--- src/rtl/fifo_arb_pkg.sv ---
// Shared definitions for the FIFO write-port arbiter.
//   arb_state_e     : arbiter state encoding (idle / locked on a frame)
//   gnt_w()         : grant-index width, $clog2 with a floor of 1
//   DefaultStallMax : default mid-frame idle tolerance
package fifo_arb_pkg;

    typedef enum logic {
        StIdle = 1'b0,
        StLock = 1'b1
    } arb_state_e;

    localparam int unsigned DefaultStallMax = 15;

    function automatic int unsigned gnt_w(int unsigned n);
        return (n < 2) ? 1 : $clog2(n);
    endfunction

endpackage

--- src/rtl/rr_pick.sv ---
// Combinational round-robin priority picker.
//   vld_i   : request vector
//   ptr_i   : highest-priority position this round
//   found_o : at least one request is set
//   idx_o   : first set request at or after ptr_i, modulo N
module rr_pick #(
    parameter int unsigned N = 4,
    parameter int unsigned W = 2
) (
    input  logic [N-1:0] vld_i,
    input  logic [W-1:0] ptr_i,
    output logic         found_o,
    output logic [W-1:0] idx_o
);

    always_comb begin
        int unsigned j;
        logic [W-1:0] cand;
        found_o = 1'b0;
        idx_o   = '0;
        j       = 0;
        cand    = '0;
        // Scan farthest-first so the candidate nearest ptr_i is written last and wins.
        for (int k = N - 1; k >= 0; k--) begin
            j    = (32'(ptr_i) + unsigned'(k)) % N;
            cand = W'(j);
            if (vld_i[cand]) begin
                found_o = 1'b1;
                idx_o   = cand;
            end
        end
    end

endmodule

--- src/rtl/fifo_wr_arbiter.sv ---
// Round-robin, frame-locking arbiter for the async FIFO write port.
//   clk_i       : write-domain clock
//   rst_ni      : asynchronous active-low reset
//   req_vld_i   : per-requester valid
//   req_last_i  : per-requester last word of frame (qualified by valid)
//   req_data_i  : packed data, requester i at [i*DSize +: DSize]
//   req_rdy_o   : per-requester ready; transfer on vld & rdy
//   full_i      : FIFO full flag
//   w_inc_o     : FIFO write increment
//   w_data_o    : FIFO write data (zero when no write)
//   gnt_id_o    : current grant holder
//   busy_o      : a grant is held
//   stall_err_o : one-cycle pulse when the watchdog reclaims the port
module fifo_wr_arbiter
    import fifo_arb_pkg::*;
#(
    parameter int unsigned NumReq   = 4,
    parameter int unsigned DSize    = 16,
    parameter int unsigned StallMax = DefaultStallMax,
    localparam int unsigned GntW    = gnt_w(NumReq)
) (
    input  logic                    clk_i,
    input  logic                    rst_ni,
    input  logic [NumReq-1:0]       req_vld_i,
    input  logic [NumReq-1:0]       req_last_i,
    input  logic [NumReq*DSize-1:0] req_data_i,
    output logic [NumReq-1:0]       req_rdy_o,
    input  logic                    full_i,
    output logic                    w_inc_o,
    output logic [DSize-1:0]        w_data_o,
    output logic [GntW-1:0]         gnt_id_o,
    output logic                    busy_o,
    output logic                    stall_err_o
);

    arb_state_e      state_q, state_d;
    logic [GntW-1:0] gnt_q, gnt_d;
    logic [GntW-1:0] rr_q, rr_d;
    logic [7:0]      stall_cnt_q, stall_cnt_d;
    logic            stall_err_q, stall_err_d;

    logic            pick_found;
    logic [GntW-1:0] pick_idx;
    logic            gnt_vld;
    logic            gnt_last;
    logic [GntW-1:0] gnt_next;

    rr_pick #(
        .N (NumReq),
        .W (GntW)
    ) u_rr_pick (
        .vld_i   (req_vld_i),
        .ptr_i   (rr_q),
        .found_o (pick_found),
        .idx_o   (pick_idx)
    );

    assign gnt_vld  = req_vld_i[gnt_q];
    assign gnt_last = req_last_i[gnt_q];
    // Pointer moves past the holder so it loses priority to everyone else next round.
    assign gnt_next = (gnt_q == GntW'(NumReq - 1)) ? '0 : gnt_q + 1'b1;

    always_comb begin
        state_d     = state_q;
        gnt_d       = gnt_q;
        rr_d        = rr_q;
        stall_cnt_d = stall_cnt_q;
        stall_err_d = 1'b0;
        req_rdy_o   = '0;
        w_inc_o     = 1'b0;
        w_data_o    = '0;

        case (state_q)
            StIdle: begin
                if (pick_found) begin
                    gnt_d       = pick_idx;
                    stall_cnt_d = '0;
                    state_d     = StLock;
                end
            end
            StLock: begin
                req_rdy_o[gnt_q] = ~full_i;
                w_inc_o          = gnt_vld & ~full_i;
                if (w_inc_o) begin
                    w_data_o    = req_data_i[gnt_q*DSize +: DSize];
                    stall_cnt_d = '0;
                    if (gnt_last) begin
                        state_d = StIdle;
                        rr_d    = gnt_next;
                    end
                end else if (!gnt_vld) begin
                    // Valid-but-full cycles hold the count: backpressure is not a stall.
                    if (({1'b0, stall_cnt_q} + 9'd1) >= 9'(StallMax)) begin
                        state_d     = StIdle;
                        rr_d        = gnt_next;
                        stall_cnt_d = '0;
                        stall_err_d = 1'b1;
                    end else begin
                        stall_cnt_d = (stall_cnt_q == 8'hFF) ? stall_cnt_q : stall_cnt_q + 8'd1;
                    end
                end
            end
            default: state_d = StIdle;
        endcase
    end

    always_ff @(posedge clk_i or negedge rst_ni) begin
        if (!rst_ni) begin
            state_q     <= StIdle;
            gnt_q       <= '0;
            rr_q        <= '0;
            stall_cnt_q <= '0;
            stall_err_q <= 1'b0;
        end else begin
            state_q     <= state_d;
            gnt_q       <= gnt_d;
            rr_q        <= rr_d;
            stall_cnt_q <= stall_cnt_d;
            stall_err_q <= stall_err_d;
        end
    end

    assign gnt_id_o    = gnt_q;
    assign busy_o      = (state_q == StLock);
    assign stall_err_o = stall_err_q;

    a_rdy_onehot0: assert property (@(posedge clk_i) disable iff (!rst_ni)
        $onehot0(req_rdy_o));
    a_winc_busy: assert property (@(posedge clk_i) disable iff (!rst_ni)
        w_inc_o |-> busy_o);
    a_gnt_stable: assert property (@(posedge clk_i) disable iff (!rst_ni)
        (busy_o && $past(busy_o)) |-> $stable(gnt_id_o));

endmodule

--- config.mk ---
export PLATFORM = sky130hd
export DESIGN_NAME = fifo_wr_arbiter
export DESIGN_NICKNAME = d
export VERILOG_FILES = /design/src/rtl/fifo_arb_pkg.sv /design/src/rtl/rr_pick.sv /design/src/rtl/fifo_wr_arbiter.sv
export SDC_FILE = /design/constraint.sdc
export NUM_CORES = 1
export LEC_CHECK = 0
export CAP_MARGIN = 20
export CELL_PAD_IN_SITES_DETAIL_PLACEMENT = 0
export CELL_PAD_IN_SITES_GLOBAL_PLACEMENT = 1
export CORE_MARGIN = 3
export CORE_UTILIZATION = 28
export CTS_CLUSTER_SIZE = 12
export DETAILED_ROUTE_END_ITERATION = 8
export PLACE_DENSITY_LB_ADDON = 0.1
export SLEW_MARGIN = 20
export SYNTH_ARGS = -nofsm -noshare
export SYNTH_HDL_FRONTEND = slang
export SYNTH_SLANG_ARGS = --single-unit
--- constraint.sdc ---
create_clock -name clk_i -period 5.55 [get_ports clk_i]
set_input_delay 1.11 -clock clk_i [delete_from_list [all_inputs] [get_ports clk_i]]
set_output_delay 1.11 -clock clk_i [all_outputs]
set_load 0.02 [all_outputs]
# After elaboration in Yosys (flattened, before gate mapping)
# Index checks and enable logic that the tools add are counted.
[classes]
addsub = 6
n_lt_le_gt_ge = 7
eq_ne = 7
n_shift = 1
mux = 47
bitwise_logic = 4
reduce_logical = 5
[ops]
columns = ["cell", "n"]
rows = [
  ["64-bit by 7-bit indexed part select with 16-bit output", 1],
  ["8-bit two-way mux", 5],
  ["16-bit two-way mux", 2],
  ["1-bit two-way mux", 21],
  ["2-bit two-way mux", 9],
  ["8-bit case mux with 2 select lines", 1],
  ["2-bit by 3-bit less-than comparator with 1-bit output, second input constant", 5],
  ["1-bit binary-select mux with 2-bit select", 6],
  ["8-bit by 1-bit adder with 9-bit output, second input constant", 1],
  ["9-bit by 4-bit >= comparator with 1-bit output, second input constant", 1],
  ["8-bit by 1-bit adder with 8-bit output, second input constant", 1],
  ["8-bit equality test, second input constant", 1],
  ["2-bit by 1-bit adder with 2-bit output, second input constant", 2],
  ["2-bit adder, second input constant", 2],
  ["4-bit AND", 1],
  ["4-bit two-way mux", 1],
  ["2-bit inequality test, second input constant", 2],
  ["4-bit inequality test, second input constant", 1],
  ["4-bit AND reduction", 1],
  ["3-bit by 2-bit inequality test with 1-bit output, second input constant", 1],
  ["3-bit AND reduction", 1],
  ["1-bit demux with 2-bit select", 1],
  ["2-bit equality test, second input constant", 1],
  ["2-bit by 1-bit >= comparator with 1-bit output, second input constant", 1],
  ["7 further kinds", 8],
]
[totals]
register_bits = 14
word_cells = 82

# Longest topological paths before layout
# Gate-level depths: netlist of run 1.
[logic_depth]
ltp_word = 9
ltp_mapped = 8
ltp_nobuf = 8

# Hierarchy
# A second synthesis of run 1 with hierarchy kept.
[unflattened]
cells_unflattened = 136
hier_area_um2 = 1463.9
[modules_own_cells]
columns = ["module", "n_inst", "cells_each", "area_each_um2", "seq_area_each_um2"]
rows = [
  ["fifo_wr_arbiter", 1, 123, 1386.3, 350.3],
  ["rr_pick", 1, 13, 77.6, 0.0],
]

# Worst setup path before layout of run 1
# Ideal clock, no wire load.
[synth_timing]
kind = "input to output"
from = "in req_vld_i[1]"
to = "out w_data_o[10]"
t_arrival_ns = 1.959
setup_slack_ns = 2.481
cell_stages = 5
path_buffers = 2
path_cell_list = "mux2i_1 > mux2i_1 > buf_2 > buf_2 > and3_1"
[synth_via]
elab_chain_len = 5
[synth_lines]
columns = ["element", "line_no", "text"]
rows = [
  ["start: declaration", "fifo_wr_arbiter.sv:24", "input logic [NumReq-1:0] req_vld_i,"],
  ["1-bit binary-select mux with 2-bit select", "fifo_wr_arbiter.sv:58", "assign gnt_vld = req_vld_i[gnt_q];"],
  ["1-bit two-way mux (not written as such)", "fifo_wr_arbiter.sv:58", ""],
  ["1-bit AND", "fifo_wr_arbiter.sv:83", "w_inc_o = gnt_vld & ~full_i;"],
  ["16-bit two-way mux", "fifo_wr_arbiter.sv:84", "if (w_inc_o) begin"],
  ["16-bit two-way mux", "fifo_wr_arbiter.sv:73", "case (state_q)"],
  ["end: declaration", "fifo_wr_arbiter.sv:30", "output logic [DSize-1:0] w_data_o,"],
]
# Every way passes these cells. The select of a mux whose other input is x is not followed.

# Worst setup path after layout of run 1
[layout_timing]
from = "in req_vld_i[1]"
to = "out w_data_o[6]"
# The elaborated chain is that of the path after synthesis.

==> insert_results.sql, run 1 <==
INSERT INTO impl_metrics (metric_group, metric, value, unit) VALUES
('run', 'cap_violations', '0', ''),
('outcome', 'run_status', 'completed', ''),
('logic_synthesis', 'synth-main-ff-cell', 'sky130_fd_sc_hd__dfrtp_1', ''),
('logic_synthesis', 'synth_nets', '232', ''),
('routing', 'drt_first_iter_violations', '34', ''),
('timing', 'rsz0062_at_grt', 'no', ''),
('worst_setup_path', 'crit_fanout', '20', ''),
('worst_setup_path', 'timing.critical_path.buf_inv', '3', ''),
('floorplan', 'die-width', '80.2', 'um'),
('routing', 'total_wire_length', '5360', 'um'),
('timing', 'min_period_over_period', '75.9', '%'),
('worst_setup_path', 'crit_path_start', 'req_vld_i[1]', ''),
('routing', 'routed_antenna_nets', '0', ''),
('pwr', 'totalPowerFinal', '0.874', 'mW'),
('logic_synthesis', 'synthArstFlopShare', '100', '%'),
('final_layout', 'stdcell_count', '317', ''),
('worst_setup_path', 'crit_path_top_delay_cell', 'sky130_fd_sc_hd__clkdlybuf4s50_1', ''),
('timing', 'clock-skew-final', '0.00348', 'ns'),
('timing', 'finalHoldWorstSlack', '0.487', 'ns'),
('routing', 'num_vias', '1565', ''),
('logic_synthesis', 'synth_edf_count', '0', ''),
('grt', 'grt_overflow_total', '0', ''),
('logic_synthesis', 'yosysWarningCount', '0', ''),
('pwr', 'power.density_cell_area', '331', 'nW/um^2'),
('clock_tree', 'post_cts.resized_instances', '0', ''),
('floorplan', 'num_rows', '26', ''),
('worst_setup_path', 'crit_path_max_incr_delay', '0.61', 'ns'),
('grt', 'grt_max_degree', '24', ''),
('logic_synthesis', 'ys_seq_area_share', '22.7', '%'),
('timing', 'final-hold-violation-count', '0', ''),
('floorplan', 'floorplan.io_pins', '100', ''),
('worst_setup_path', 'critPathCaptureType', 'output pin', ''),
('timing', 'setup_tns', '0', 'ns'),
('routing', 'route.detailed.wl_per_inst', '16.9', 'um'),
('final_layout', 'layout-drive-gt1-share', '13.4', '%'),
('final_layout', 'design.final.nets', '330', ''),
('timing', 'max_freq', '237', 'MHz'),
('worst_setup_path', 'critical_path.endpoint', 'w_data_o[6]', ''),
('clock_tree', 'cts_root_buffer', 'sky130_fd_sc_hd__clkbuf_8', ''),
('worst_setup_path', 'critical_path.startpoint_type', 'input port', ''),
('worst_setup_path', 'reg2reg_slack', '3.20', 'ns'),
('clock_tree', 'cts_buffers', '3', ''),
('hold_path', 'hold_path_class', 'flop to flop', ''),
('logic_synthesis', 'synth_area', '1540', 'um^2'),
('logic_synthesis', 'synth_area_per_cell', '10.2', 'um^2'),
('grt', 'track_usage', '16.4', '%'),
('worst_setup_path', 'worst-path-stages', '6', ''),
('worst_setup_path', 'reg_to_reg_critical_path_startpoint', 'gnt_id_o[0]', ''),
('worst_setup_path', 'crit_chain', 'clkdlybuf4s50_1, mux2i_1, mux2i_1, buf_4, and3_1, clkdlybuf4s50_1', ''),
('clock_tree', 'cts_tree', 'built', ''),
('routing', 'drc', '0', ''),
('floorplan', 'initial_core_util', '29.6', '%'),
('placed_design', 'place_hpwl', '4280', 'um'),
('floorplan', 'design.die.area', '6440', 'um^2'),
('timing', 'max_slew_violation_count', '0', ''),
('clock_tree', 'cts_hold_repair.buffers', '0', ''),
('clock_tree', 'cts_post_setup_buffers_inserted', '0', ''),
('pwr', 'vdd_drop_max', '281', 'uV'),
('grt', 'grt_antenna_before_repair', '0', ''),
('logic_synthesis', 'synthesis.instances', '151', ''),
('grt', 'first_pass_grt_wire_length', '8450', 'um'),
('pwr', 'power.leakage', '1.08', 'nW'),
('worst_setup_path', 'path_delay_family', 'buffers and inverters', ''),
('floorplan', 'floorplan.core_area', '5200', 'um^2'),
('logic_synthesis', 'synth.distinct_cells', '41', ''),
('timing', 'final.min_clock_period', '4.21', 'ns'),
('worst_setup_path', 'path_class', 'input port to output pin', ''),
('timing', 'max_slew.worst_pin.slew', '0.856', 'ns'),
('final_layout', 'area.growth.synth_to_final', '71.1', '%'),
('final_layout', 'fill_cells', '488', ''),
('worst_setup_path', 'rr_worst_depth', '7', '');
[report_power, final]
part | switching [mW] | internal, mW | total, mW | leakage, nW
Clock | 0.0343 | 0.0479 | 0.0822 | 0.0216
Combinational | 0.273 | 0.325 | 0.598 | 0.879
Sequential | 0.0654 | 0.128 | 0.193 | 0.184
[sequential cells by signal, summed over array words and instances, names as in the netlist]
signal	cells
busy_o	1
stall_err_o	1
rr_q	2
gnt_id_o	2
stall_cnt_q	8
[cell families after synthesis]
group / synth area share [%]
AO/OA/AOI/OAI: 10.9
XOR/XNOR: 1.14
adder cells (fa/ha/maj): 4.87
buffers and inverters: 4.87
flip-flops: 22.7
multiplexers: 31.9
AND/OR/NAND/NOR: 23.6
[area by class of cell]
| class | instances | area, um^2 | area share [%] |
|---|---|---|---|
| Multi-Input combinational cell | 121 | 1120 | 42.3 |
| Timing Repair Buffer | 103 | 1020 | 38.7 |
| Sequential cell | 14 | 350 | 13.3 |
| Tap cell | 70 | 87.6 | 3.32 |
| Clock buffer | 3 | 41.3 | 1.56 |
| Inverter | 6 | 22.5 | 0.853 |
[per-layer routing]
layer / up-vias / part of all wire (%) / track usage [%]
met5: - / 0 / 0
met4: 0 / 0.26 / 2.03
met3: 2 / 11 / 5.27
met2: 68 / 44 / 26.6
met1: 723 / 44 / 22.1
li1: 772 / - / -
[worst register-to-register path: stages, from the launching register on]
cell and delay (ns):
sky130_fd_sc_hd__dfrtp_1 0.90, sky130_fd_sc_hd__mux2i_1 0.36, sky130_fd_sc_hd__mux2i_1 0.11, sky130_fd_sc_hd__buf_4 0.21, sky130_fd_sc_hd__a31o_2 0.33, sky130_fd_sc_hd__nor3b_1 0.20
sky130_fd_sc_hd__o211ai_1 0.11, sky130_fd_sc_hd__nand2_1 0.08
[cells in the final DEF (no fill, tap or decap), types with 4 or more instances in the layout]
cell type and count:
sky130_fd_sc_hd__a21oi_1 4, sky130_fd_sc_hd__and2_1 9, sky130_fd_sc_hd__and3_1 16, sky130_fd_sc_hd__buf_4 4, sky130_fd_sc_hd__clkdlybuf4s50_1 99, sky130_fd_sc_hd__dfrtp_1 14
sky130_fd_sc_hd__ha_1 6, sky130_fd_sc_hd__inv_1 6, sky130_fd_sc_hd__mux2i_1 4, sky130_fd_sc_hd__mux4_2 16, sky130_fd_sc_hd__nand2_1 16, sky130_fd_sc_hd__nor2_1 6
sky130_fd_sc_hd__nor2b_1 6
[cells in the mapped netlist, types with 2 or more instances]
| cell type | count | area [um^2] |
|---|---|---|
| sky130_fd_sc_hd__and3_1 | 16 | 100 |
| sky130_fd_sc_hd__mux4_2 | 16 | 360 |
| sky130_fd_sc_hd__nand2_1 | 16 | 60.1 |
| sky130_fd_sc_hd__dfrtp_1 | 14 | 350 |
| sky130_fd_sc_hd__and2_1 | 9 | 56.3 |
| sky130_fd_sc_hd__ha_1 | 6 | 75.1 |
| sky130_fd_sc_hd__inv_1 | 6 | 22.5 |
| sky130_fd_sc_hd__nor2_1 | 6 | 22.5 |
| sky130_fd_sc_hd__nor2b_1 | 6 | 37.5 |
| sky130_fd_sc_hd__clkbuf_1 | 5 | 18.8 |
| sky130_fd_sc_hd__a21oi_1 | 4 | 20.0 |
| sky130_fd_sc_hd__mux2i_1 | 4 | 40.0 |
| sky130_fd_sc_hd__buf_2 | 3 | 15.0 |
| sky130_fd_sc_hd__o21ai_0 | 3 | 15.0 |
| sky130_fd_sc_hd__o31ai_1 | 3 | 22.5 |
| sky130_fd_sc_hd__o41ai_1 | 3 | 26.3 |
| sky130_fd_sc_hd__a32oi_1 | 2 | 17.5 |
| sky130_fd_sc_hd__mux2i_2 | 2 | 27.5 |
| sky130_fd_sc_hd__nand2_2 | 2 | 12.5 |
| sky130_fd_sc_hd__nor3b_1 | 2 | 15.0 |
| sky130_fd_sc_hd__o22ai_1 | 2 | 12.5 |
| sky130_fd_sc_hd__xor2_1 | 2 | 17.5 |
[worst min path at each step]
stage | start | end | depth (start not counted) | slack (ns)
2_1_floorplan | stall_cnt_q[7] | stall_cnt_q[7] | 1 | 0.45
3_3_place_gp | stall_cnt_q[7] | stall_cnt_q[7] | 1 | 0.48
3_5_place_dp | stall_cnt_q[7] | stall_cnt_q[7] | 1 | 0.48
4_1_cts | stall_cnt_q[7] | stall_cnt_q[7] | 1 | 0.49
5_1_grt | stall_cnt_q[7] | stall_cnt_q[7] | 1 | 0.52
6_report | stall_cnt_q[7] | stall_cnt_q[7] | 1 | 0.49
[per-stage QoR]
stage	setup slack, ns	util, %	cell area (um^2)
2_1_floorplan	2.48	-	1540
3_3_place_gp	1.35	49.9	2600
3_5_place_dp	1.34	49.9	2600
4_1_cts	1.33	50.7	2640
5_1_grt	1.20	50.7	2640
6_report	1.34	50.7	2640
(Power assumes the default switching activity.)
==> run 2, diff against run 1 <==
- CORE_UTILIZATION: 28 -> 23
- clock period: 5.55 -> 3.6 ns (I/O delays scaled with it)
==> insert_results.sql, run 2 (synthesis results as in run 1) <==
INSERT INTO impl_metrics (metric_group, metric, value, unit) VALUES
('final_layout', 'fin_util', '41.8', '%'),
('worst_setup_path', 'crit_fanout', '11', ''),
('final_layout', 'design.final.nets', '331', ''),
('grt', 'grt_antenna_before_repair', '0', ''),
('routing', 'route.detailed.wl_per_inst', '17.6', 'um'),
('floorplan', 'floorplan.core_area', '6420', 'um^2'),
('clock_tree', 'cts_tree', 'built', ''),
('pwr', 'power.density_cell_area', '522', 'nW/um^2'),
('routing', 'drc', '0', ''),
('timing', 'final.min_clock_period', '3.36', 'ns'),
('timing', 'min_period_over_period', '93.2', '%'),
('floorplan', 'floorplan.io_pins', '100', ''),
('clock_tree', 'cts_num_sinks', '14', ''),
('routing', 'detail_route.vias_per_cell', '4.84', ''),
('routing', 'drt_first_iter_violations', '41', ''),
('placed_design', 'place_hpwl', '4630', 'um'),
('clock_tree', 'cts_hold_repair.buffers', '0', ''),
('timing', 'max_slew.worst_pin.slew', '0.639', 'ns'),
('clock_tree', 'cts.clk_slew.worst_paths', '0.05', 'ns'),
('pwr', 'totalPowerFinal', '1.40', 'mW'),
('routing', 'num_vias', '1579', ''),
('placed_design', 'detailed_place.area', '2630', 'um^2'),
('worst_setup_path', 'reg2reg_slack', '1.44', 'ns'),
('grt', 'vias_in_the_first_global_route', '1702', ''),
('timing', 'final-hold-violation-count', '0', ''),
('timing', 'clock-skew-final', '0.00370', 'ns'),
('hold_path', 'hold_path_class', 'flop to flop', ''),
('final_layout', 'layout-drive-gt1-share', '14.1', '%'),
('routing', 'total_wire_length', '5740', 'um'),
('floorplan', 'die-width', '87.9', 'um'),
('final_layout', 'sequential_cell_area', '350', 'um^2'),
('worst_setup_path', 'critical_path_required', '2.88', 'ns'),
('run', 'cap_violations', '0', ''),
('final_layout', 'finish.instance_area', '2680', 'um^2'),
('final_layout', 'most_common_cell_after_layout_fill_and_taps_aside', 'sky130_fd_sc_hd__clkdlybuf4s50_1', ''),
('clock_tree', 'cts.htree.levels', '1', ''),
('outcome', 'run_status', 'completed', ''),
('worst_setup_path', 'rr_worst_depth', '6', ''),
('pwr', 'power.leakage', '1.10', 'nW'),
('clock_tree', 'post_cts.resized_instances', '0', ''),
('final_layout', 'stdcell_count', '326', ''),
('grt', 'first_pass_grt_wire_length', '9400', 'um'),
('routing', 'routed_antenna_nets', '0', ''),
('placed_design', 'port_buffers', '99', ''),
('grt', 'grt_overflow_total', '0', ''),
('timing', 'finalHoldWorstSlack', '0.495', 'ns'),
('final_layout', 'fill_cells', '624', ''),
('routing', 'first_pass_iters', '3', ''),
('timing', 'setup_viol', '0', ''),
('timing', 'setup_tns', '0', 'ns'),
('timing', 'timing.max_slew.rel_slack', '57.3', '%'),
('final_layout', 'multiInputGateArea', '1120', 'um^2'),
('final_layout', 'largest-register', 'stall_cnt_q', ''),
('grt', 'track_usage', '15.6', '%'),
('placed_design', 'placed_cells_incl_taps', '322', ''),
('worst_setup_path', 'arrival', '2.64', 'ns'),
('grt', 'grt_max_degree', '23', ''),
('final_layout', 'largest_reg_flops', '8', ''),
('clock_tree', 'clk-insertion-delay-late', '0.24', 'ns'),
('hold_path', 'min_path_cells', '1', ''),
('timing', 'finalWorstSetupSlack', '0.244', 'ns'),
('worst_setup_path', 'reg2reg_to', 'rr_q[0]', ''),
('clock_tree', 'cts_buffers', '3', ''),
('floorplan', 'design.die.area', '7730', 'um^2'),
('timing', 'max_freq', '298', 'MHz'),
('placed_design', 'place.gp.congestion', '0.762', ''),
('timing', 'max_slew_violation_count', '0', ''),
('final_layout', 'area.growth.synth_to_final', '73.9', '%'),
('final_layout', 'diode_count', '0', ''),
('worst_setup_path', 'critPathCaptureType', 'output pin', ''),
('pwr', 'vdd_drop_max', '290', 'uV'),
('hold_path', 'min_delay_worst_endpoint', 'stall_cnt_q[7]', ''),
('worst_setup_path', 'path_class', 'input port to output pin', ''),
('floorplan', 'num_rows', '29', ''),
('clock_tree', 'cts_root_buffer', 'sky130_fd_sc_hd__clkbuf_8', ''),
('hold_path', 'min_from', 'stall_cnt_q[7]', ''),
('floorplan', 'floorplan.die.height', '87.9', 'um'),
('clock_tree', 'max_clock_buf_depth', '2', ''),
('worst_setup_path', 'reg_to_reg_critical_path_startpoint', 'gnt_id_o[0]', ''),
('placed_design', 'place_worst_setup_slack', '0.234', 'ns'),
('worst_setup_path', 'critical_path.startpoint_type', 'input port', ''),
('clock_tree', 'cts_post_setup_buffers_inserted', '0', ''),
('final_layout', 'layout.cells.most_common_list', '99 x sky130_fd_sc_hd__clkdlybuf4s50_1, 16 x sky130_fd_sc_hd__mux4_2, 16 x sky130_fd_sc_hd__and3_1, 16 x sky130_fd_sc_hd__nand2_1, 14 x sky130_fd_sc_hd__dfrtp_1', ''),
('floorplan', 'initial_core_util', '24.0', '%'),
('timing', 'rsz0062_at_grt', 'no', '');
==> run 2: cell types whose count changed in the layout (fill, tap and decap cells not counted) <==
cell,delta
sky130_fd_sc_hd__buf_12,+1
sky130_fd_sc_hd__clkbuf_8,+1
==> run 2: how the worst max path moves through the flow <==
stage | from | endpoint | slack, ns | cells after the start
5_1_grt | req_vld_i[1] | w_data_o[12] | 0.12 | 6
3_5_place_dp | req_vld_i[1] | w_data_o[15] | 0.23 | 6
2_1_floorplan | gnt_id_o[0] | w_data_o[10] | 1.16 | 4
3_3_place_gp | req_vld_i[1] | w_data_o[15] | 0.26 | 6
6_report | req_vld_i[1] | w_data_o[15] | 0.24 | 6
4_1_cts | req_vld_i[1] | w_data_o[15] | 0.23 | 6
==> run 2: layout make-up <==
cell class                 count  area share [%]
tap                           77            3.59
sequential                    14            13.1
multi-input combinational    121            41.7
inverter                       6           0.840
timing repair buffer         104            38.8
clock buffer                   4            2.05
==> run 2: power breakdown <==
group          total, mW  internal [mW]  switching, mW  leakage [nW]
sequential         0.286          0.198         0.0879         0.184
combinational      0.963          0.521          0.442         0.888
clock              0.150         0.0968         0.0536        0.0288
total               1.40          0.816          0.584          1.10
==> run 2: metal layers <==
layer / vias to the layer above / GRT usage, % / wire [um]
li1: 770 / - / -
met1: 754 / 20.9 / 2620
met2: 55 / 27.2 / 2740
met3: 0 / 3.29 / 382
met4: 0 / 0.837 / 0
met5: - / 0 / 0
==> run 2: critical path, stage by stage <==
cell	delay, ns
sky130_fd_sc_hd__clkdlybuf4s50_1	0.58
sky130_fd_sc_hd__mux2i_1	0.15
sky130_fd_sc_hd__mux2i_1	0.20
sky130_fd_sc_hd__buf_4	0.20
sky130_fd_sc_hd__and3_1	0.16
sky130_fd_sc_hd__clkdlybuf4s50_1	0.62
==> run 3, diff against run 2 <==
- CAP_MARGIN: 20 -> 40
- CORE_UTILIZATION: 23 -> 24
- CTS_BUF_LIST: unset -> sky130_fd_sc_hd__clkbuf_8
==> insert_results.sql, run 3 (synthesis results as in run 1) <==
INSERT INTO impl_metrics (metric_group, metric, value, unit) VALUES
('timing', 'max_slew.worst_pin.slew', '0.652', 'ns'),
('worst_setup_path', 'timing.critical_path.buf_inv', '3', ''),
('placed_design', 'port_buffers', '99', ''),
('clock_tree', 'cts_hold_repair.buffers', '0', ''),
('grt', 'first_pass_grt_wire_length', '9030', 'um'),
('final_layout', 'largest_reg_flops', '8', ''),
('final_layout', 'layout.cells.most_common_list', '99 x sky130_fd_sc_hd__clkdlybuf4s50_1, 16 x sky130_fd_sc_hd__mux4_2, 16 x sky130_fd_sc_hd__and3_1, 16 x sky130_fd_sc_hd__nand2_1, 14 x sky130_fd_sc_hd__dfrtp_1', ''),
('routing', 'route.detailed.wl_per_inst', '17.5', 'um'),
('placed_design', 'place_hpwl', '4530', 'um'),
('final_layout', 'sequential_cell_area', '350', 'um^2'),
('worst_setup_path', 'crit_chain', 'clkdlybuf4s50_1, mux2i_1, mux2i_1, buf_4, and3_1, clkdlybuf4s50_1', ''),
('grt', 'track_usage', '15.1', '%'),
('routing', 'drc', '0', ''),
('worst_setup_path', 'crit_fanout', '11', ''),
('final_layout', 'layout-drive-gt1-share', '13.7', '%'),
('floorplan', 'initial_core_util', '25.5', '%'),
('routing', 'total_wire_length', '5660', 'um'),
('timing', 'max_slew_violation_count', '0', ''),
('floorplan', 'floorplan.io_pins', '100', ''),
('final_layout', 'area.growth.synth_to_final', '72.8', '%'),
('clock_tree', 'cts_buffers', '3', ''),
('pwr', 'power.density_cell_area', '516', 'nW/um^2'),
('final_layout', 'diode_count', '0', ''),
('timing', 'min_period_over_period', '94.0', '%'),
('worst_setup_path', 'critPathCaptureType', 'output pin', ''),
('timing', 'finalHoldWorstSlack', '0.481', 'ns'),
('grt', 'vias_in_the_first_global_route', '1621', ''),
('clock_tree', 'post_cts.resized_instances', '0', ''),
('run', 'cap_violations', '0', ''),
('timing', 'setup_tns', '0', 'ns'),
('final_layout', 'fill_cells', '575', ''),
('timing', 'max_freq', '295', 'MHz'),
('worst_setup_path', 'reg_to_reg_critical_path_startpoint', 'stall_cnt_q[0]', ''),
('worst_setup_path', 'arrival', '2.67', 'ns'),
('clock_tree', 'max_clock_buf_depth', '2', ''),
('final_layout', 'multiInputGateArea', '1120', 'um^2'),
('worst_setup_path', 'crit_path_max_incr_delay', '0.61', 'ns'),
('worst_setup_path', 'critical_path.startpoint_type', 'input port', ''),
('grt', 'grt_overflow_total', '0', ''),
('placed_design', 'place.gp.congestion', '0.789', ''),
('grt', 'grt_antenna_before_repair', '0', ''),
('routing', 'num_vias', '1610', ''),
('timing', 'rsz0062_at_grt', 'no', ''),
('clock_tree', 'cts_post_setup_buffers_inserted', '0', ''),
('pwr', 'power.leakage', '1.09', 'nW'),
('floorplan', 'floorplan.die.height', '86.2', 'um'),
('floorplan', 'design.die.area', '7430', 'um^2'),
('hold_path', 'min_from', 'stall_cnt_q[7]', ''),
('pwr', 'totalPowerFinal', '1.38', 'mW'),
('grt', 'grt_max_degree', '25', ''),
('outcome', 'run_status', 'completed', ''),
('worst_setup_path', 'path_class', 'input port to output pin', ''),
('routing', 'routed_antenna_nets', '0', ''),
('clock_tree', 'cts_root_buffer', 'sky130_fd_sc_hd__clkbuf_8', ''),
('final_layout', 'design.final.nets', '331', ''),
('routing', 'detail_route.vias_per_cell', '4.98', ''),
('pwr', 'vdd_drop_max', '290', 'uV'),
('clock_tree', 'clk-insertion-delay-late', '0.24', 'ns'),
('worst_setup_path', 'critical_path_required', '2.88', 'ns'),
('final_layout', 'largest-register', 'stall_cnt_q', ''),
('timing', 'final-hold-violation-count', '0', ''),
('floorplan', 'die-width', '86.2', 'um'),
('timing', 'setup_viol', '0', ''),
('final_layout', 'most_common_cell_after_layout_fill_and_taps_aside', 'sky130_fd_sc_hd__clkdlybuf4s50_1', ''),
('timing', 'clock-skew-final', '0.00506', 'ns'),
('routing', 'first_pass_iters', '4', ''),
('clock_tree', 'cts.clk_slew.worst_paths', '0.06', 'ns'),
('timing', 'final.min_clock_period', '3.39', 'ns'),
('worst_setup_path', 'crit_path_start', 'req_vld_i[1]', ''),
('worst_setup_path', 'crit_path_top_delay_cell', 'sky130_fd_sc_hd__clkdlybuf4s50_1', ''),
('clock_tree', 'cts.htree.levels', '1', ''),
('floorplan', 'num_rows', '28', ''),
('routing', 'drt_first_iter_violations', '73', ''),
('worst_setup_path', 'path_delay_family', 'buffers and inverters', ''),
('clock_tree', 'cts_num_sinks', '14', ''),
('timing', 'timing.max_slew.rel_slack', '56.4', '%'),
('hold_path', 'hold_path_class', 'flop to flop', ''),
('floorplan', 'floorplan.core_area', '6060', 'um^2'),
('clock_tree', 'cts_tree', 'built', '');
run 3: changes by cell type in the layout (fill, tap and decap cells not counted), sizes merged:
cell | previous run | this run
clkbuf | 4 | 3
run 3: path summary, 6_finish.rpt:
check                                  to  slack [ns]  cells after the start
min in group asynchronous          busy_o        0.88                      1
hold reg to reg            stall_cnt_q[7]        0.48                      1
max in group asynchronous         rr_q[1]        2.30                      1
hold / removal             stall_cnt_q[7]        0.48                      1
setup / recovery              w_data_o[8]        0.21                      6
setup reg to reg           stall_cnt_q[3]        1.52                      7
run 3: per-layer routing:
| layer | wire (um) | share of wire (%) | global-route usage [%] |
|---|---|---|---|
| met1 | 2560 | 45 | 21.4 |
| met2 | 2460 | 43 | 23.3 |
| met3 | 548 | 9.7 | 3.33 |
| met4 | 93 | 1.6 | 4.39 |
| met5 | 0 | 0 | 0 |
run 3: worst reg2reg max path: stages (launching register included):
cell and delay [ns]:
sky130_fd_sc_hd__dfrtp_1 0.45, sky130_fd_sc_hd__ha_1 0.29, sky130_fd_sc_hd__nor2b_1 0.15, sky130_fd_sc_hd__o22ai_1 0.18
sky130_fd_sc_hd__o21bai_1 0.11, sky130_fd_sc_hd__nor2_1 0.31, sky130_fd_sc_hd__nand2_1 0.17, sky130_fd_sc_hd__o41ai_1 0.31
run 3: cell type report:
type	count	area share [%]
clock buffer	3	1.55
inverter	6	0.845
multi-input combinational	121	41.9
sequential	14	13.1
tap	75	3.52
timing repair buffer	104	39.0
run 3: metrics by stage:
step,util (%),area [um^2],cells,setup WS [ns]
after floorplan,-,1540,151,1.16
after global placement,43.3,2630,320,0.270
after detailed placement,43.3,2630,320,0.203
after CTS,44.0,2670,323,0.204
after global routing,44.0,2670,323,0.0676
final,44.0,2670,323,0.215
run 3: power by group:
part	leakage, nW	internal, mW	switching, mW	total [mW]
Clock	0.0216	0.0739	0.0524	0.126
Sequential	0.184	0.198	0.0680	0.266
Combinational	0.888	0.522	0.461	0.983
